===== config.mk =====
export PLATFORM = sky130hd
export DESIGN_NAME = game_state_keeper
export DESIGN_NICKNAME = d
export VERILOG_FILES = /design/src/rtl/game_state_keeper.sv
export SDC_FILE = /design/constraint.sdc
export NUM_CORES = 2
export LEC_CHECK = 0
export ABC_CLOCK_PERIOD_IN_PS = 28300
export BUFFER_PORTS_ARGS = -buffer_cell sky130_fd_sc_hd__buf_2
export CAP_MARGIN = 40
export CORE_ASPECT_RATIO = 1.1
export CORE_MARGIN = 3
export CORE_UTILIZATION = 45
export DETAILED_ROUTE_END_ITERATION = 16
export MAX_ROUTING_LAYER = met4
export PLACE_DENSITY = 0.69
export SYNTH_ARGS = -nofsm -noshare
export SYNTH_HDL_FRONTEND = slang
export SYNTH_SLANG_ARGS = --single-unit

===== constraint.sdc =====
create_clock -name clk -period 28.3 [get_ports clk]
set_clock_uncertainty 0.1 [all_clocks]
set_input_delay 2.83 -clock clk [delete_from_list [all_inputs] [get_ports clk]]
set_output_delay 2.83 -clock clk [all_outputs]
set_load 0.01 [all_outputs]

===== src/rtl/game_state_keeper.sv =====
// Live Sokoban board state with a circular undo history.
// Load, commit and retract commands arrive as single-cycle strobes from the game controller.
module game_state_keeper #(
  parameter int DEPTH = 8,
  parameter int AW    = 3,
  parameter int SW    = 10
) (
  input  logic          clk,
  input  logic          reset,
  input  logic          game_state_en,
  input  logic [1:0]    sel,
  input  logic [133:0]  stage_map,
  input  logic [133:0]  move_state,
  output logic [133:0]  game_state,
  output logic [AW:0]   history_count,
  output logic          history_empty,
  output logic [SW-1:0] steps
);

  localparam logic [1:0]  CMD_LOAD    = 2'd0;
  localparam logic [1:0]  CMD_COMMIT  = 2'd1;
  localparam logic [1:0]  CMD_RETRACT = 2'd3;
  localparam logic [AW:0] CNT_FULL    = (AW+1)'(DEPTH);

  logic [133:0]  hist [DEPTH];
  logic [133:0]  cur_reg, cur_next;
  logic [133:0]  top_reg;
  logic [AW-1:0] wp_reg, wp_next;
  logic [AW-1:0] rd_addr;
  logic [AW:0]   cnt_reg, cnt_next;
  logic [SW-1:0] steps_reg, steps_next;
  logic          empty_reg;
  logic          hist_we;

  always_comb begin
    cur_next   = cur_reg;
    wp_next    = wp_reg;
    cnt_next   = cnt_reg;
    steps_next = steps_reg;
    hist_we    = 1'b0;
    if (game_state_en) begin
      case (sel)
        CMD_LOAD: begin
          cur_next   = stage_map;
          wp_next    = '0;
          cnt_next   = '0;
          steps_next = '0;
        end
        CMD_COMMIT: begin
          hist_we  = 1'b1;
          cur_next = move_state;
          wp_next  = wp_reg + 1'b1;
          if (cnt_reg != CNT_FULL) cnt_next = cnt_reg + 1'b1;
          if (steps_reg != '1) steps_next = steps_reg + 1'b1;
        end
        CMD_RETRACT: begin
          if (cnt_reg != '0) begin
            cur_next = top_reg;
            wp_next  = wp_reg - 1'b1;
            cnt_next = cnt_reg - 1'b1;
            if (steps_reg != '0) steps_next = steps_reg - 1'b1;
          end
        end
        default: ;
      endcase
    end
    // top_reg always holds the entry a retract on the next cycle would restore
    rd_addr = wp_next - 1'b1;
  end

  always_ff @(posedge clk) begin
    if (!reset) begin
      cur_reg   <= '0;
      wp_reg    <= '0;
      cnt_reg   <= '0;
      steps_reg <= '0;
      empty_reg <= 1'b1;
    end else begin
      cur_reg   <= cur_next;
      wp_reg    <= wp_next;
      cnt_reg   <= cnt_next;
      steps_reg <= steps_next;
      empty_reg <= (cnt_next == '0);
    end
  end

  // History RAM with registered read; a commit's own write is forwarded into top_reg.
  always_ff @(posedge clk) begin
    if (reset && hist_we) hist[wp_reg] <= cur_reg;
    if (hist_we) top_reg <= cur_reg;
    else         top_reg <= hist[rd_addr];
  end

  assign game_state    = cur_reg;
  assign history_count = cnt_reg;
  assign history_empty = empty_reg;
  assign steps         = steps_reg;

endmodule

==> qor.yml <==
outcome:
  status: "finished, final reports clean"
route:
  drtIter0Drc: 3115
  vias: 40930
  ant_nets: 0
  route.detailed.drc: 0
  drt_pass1_iterations: 7
  wl_um: 162000
  vias_per_cell: 6.00
  wl_per_cell_um: 23.8
cells_and_area:
  design_area_sq_um: 72000
  fillerInstances: 11394
  drive_gt1_share_pct: 23.0
  finalNetCount: 5165
  layoutNonFillerInstCount: 6820
  largest_reg_flops: 1072
  area_growth_pct: 14.0
critical_path:
  cp-start-kind: "input pin"
  crit_fanout: 67
  path_class: "in -> reg"
  crit_required_ns: 28.87
  cp_data_arrival_time_ns: 8.66
  cp-end-kind: "flip-flop"
  r2r_slack_ns: 21.96
  reg2reg_depth: 15
  r2r-end: "top_reg[34]"
  r2r_start: "history_count[0]"
global_routing:
  grt_max_degree: 171
  grt_pass1_wl_um: 245000
  antenna_found_initial: 2
  first_global_vias: 41199
  overflow: 0
  track_usage_pct: 22.6
sta:
  tightestPinTransition_ns: 1.27
  final-max-slew-violation-count: 0
  fin_setup_tns_ns: 0
  setup_viol: 0
  rsz0062_at_grt: "no"
  fmax_mhz: 124
  hold_viol: 0
  min_period_over_period_pct: 28.6
  period_needed_ns: 8.08
  relSlewSlack_pct: 15.2
placed_design:
  dp.cells: 6551
  hpwl_um: 90400
  gp_congestion: 0.786
  portBuffers: 421
  place_area_sq_um: 67300
job:
  maxCapViolCount: 0
logic_synthesis:
  synth_edf_count: 1072
  ys_ff_latch: 1358
  yosysSeqAreaShare_pct: 60.1
  synth_area_per_cell_sq_um: 13.7
  synth_area_sq_um: 63100
  synth_nets: 4885
  synth_cell_type_count: 54
  yosys_warnings: 0
  synth_flop_cell: "edfxtp_1"
  synth_cells: 4604
  synthArstFlopShare_pct: 0
die:
  chipHeight_um: 399
  start_util_pct: 45.5
  num_rows: 143
  die_area_sq_um: 145000
  die_w_um: 363
  core_sq_um: 139000
  io_pins: 422
min_path:
  hold_class: "reg -> reg"
  hp-start: "steps[7]"
  worstHoldPathCells: 2
  whs_endpoint: "steps[7]"
clocking:
  hold_buffers: 0
  cts_buffers: 143
  cts_buffer_depth: 3
  h-tree-depth: 4
  cts_resized: 0
  clock_sinks: 1358
  clk_latency_ns: 0.80
  post_cts_buffers: 0
  cts_tree: "built"
  clkSlewWorstSetupHoldPaths_ns: 0.06
  cts_root_buf: "clkbuf_16"
power:
  vdd_drop_max_v: 0.0000582
  powerDensity_nw_per_um2: 66.0
  p_total_w: 0.00475
  leakagePower_nw: 24.4
==> worst max path at each step <==
stage                   to  cells after the start   start
2_1_floorplan   hist[6][0]                      6  sel[0]
3_3_place_gp   top_reg[38]                     11  sel[1]
3_5_place_dp   top_reg[34]                     14  sel[1]
4_1_cts        top_reg[34]                     14  sel[1]
5_1_grt        top_reg[34]                     14  sel[1]
6_report       top_reg[34]                     14  sel[1]
==> routing by layer <==
metal | global-route usage [%] | share of wire [%] | up-vias
met5 | - | 0 | -
met4 | 6.45 | 2.1 | 0
met3 | 3.40 | 5.6 | 226
met2 | 37.6 | 50 | 1238
met1 | 28.7 | 42 | 20895
li1 | - | - | 18571
==> logic make-up (layout without fill, tap and decap cells) <==
kind of cell | count (synthesis) | after routing | share of synthesized area [%]
multiplexers | 1203 | 1203 | 22.3
buffers and inverters | 393 | 796 | 2.70
AND/OR/NAND/NOR | 648 | 648 | 4.12
XOR/XNOR | 4 | 4 | 0.0555
flip-flops | 1358 | 1358 | 60.1
adder cells (fa/ha/maj) | 8 | 8 | 0.159
other | 0 | 1 | 0
AO/OA/AOI/OAI | 990 | 990 | 10.6
==> cell usage after synthesis, types with 8 or more instances <==
master | number | area [sq um]
edfxtp_1 | 1072 | 32200
mux2i_1 | 801 | 8020
nand2_1 | 422 | 1580
dfxtp_1 | 286 | 5730
o22ai_1 | 269 | 1680
mux2_2 | 267 | 3010
clkbuf_1 | 228 | 856
a21oi_1 | 160 | 801
nor2_1 | 156 | 586
o31ai_1 | 136 | 1020
mux4_2 | 135 | 3040
o211ai_1 | 135 | 1010
a211oi_1 | 133 | 998
o21a_1 | 133 | 998
buf_2 | 116 | 581
buf_4 | 23 | 173
nor3_1 | 19 | 95.1
buf_1 | 15 | 56.3
nand3_1 | 15 | 75.1
ha_1 | 8 | 100
inv_1 | 8 | 30.0
==> worst max-delay path, cell delays in order <==
cell      delay, ns
buf_8          0.45
nand2b_1       0.32
nand3_4        0.49
a21oi_1        0.28
ha_4           0.87
buf_4          0.41
buf_16         0.32
buf_4          0.67
buf_4          0.76
mux2i_1        0.19
mux2i_1        0.17
o22ai_1        0.12
o21a_1         0.22
o31ai_1        0.23
==> metrics by stage <==
| step | util, % | worst slack [ns] | hold slack (ns) |
|---|---|---|---|
| after floorplan | - | 14.32 | 0.417 |
| after global placement | 48.0 | 19.24 | 0.405 |
| after detailed placement | 48.5 | 19.42 | 0.403 |
| after CTS | 51.9 | 20.27 | 0.413 |
| after global routing | 51.9 | 19.93 | 0.448 |
| final | 51.9 | 20.22 | 0.415 |
==> where the power goes <==
group	total (W)	switching, W	internal (W)
sequential	0.00232	0.0000819	0.00223
clock	0.00184	0.000789	0.00105
combinational	0.000594	0.000326	0.000268
==> layout by cell type (no fill, tap or decap), types with 22 or more instances in the layout <==
cell type  netlist  routed
edfxtp_1      1072    1072
mux2i_1        801     801
nand2_1        422     421
buf_2          116     419
dfxtp_1        286     285
o22ai_1        269     269
mux2_2         267     267
a21oi_1        160     160
nor2_1         156     151
clkbuf_16        0     144
o31ai_1        136     136
mux4_2         135     135
o211ai_1       135     135
a211oi_1       133     133
o21a_1         133     133
buf_4           23      61
clkbuf_1       228      46
buf_16           0      25
clkbuf_8         0      22
==> cell type report <==
| type | count | area, sq um | area share (%) |
|---|---|---|---|
| Antenna cell | 1 | 2.50 | 0.00348 |
| Clock buffer | 212 | 4080 | 5.67 |
| Clock inverter | 56 | 569 | 0.791 |
| Inverter | 11 | 51.3 | 0.0713 |
| Multi-Input combinational cell | 2853 | 23600 | 32.8 |
| Sequential cell | 1358 | 37900 | 52.7 |
| Tap cell | 1812 | 2270 | 3.15 |
| Timing Repair Buffer | 517 | 3470 | 4.83 |
No activity file was read; power rests on OpenSTA's default activity.
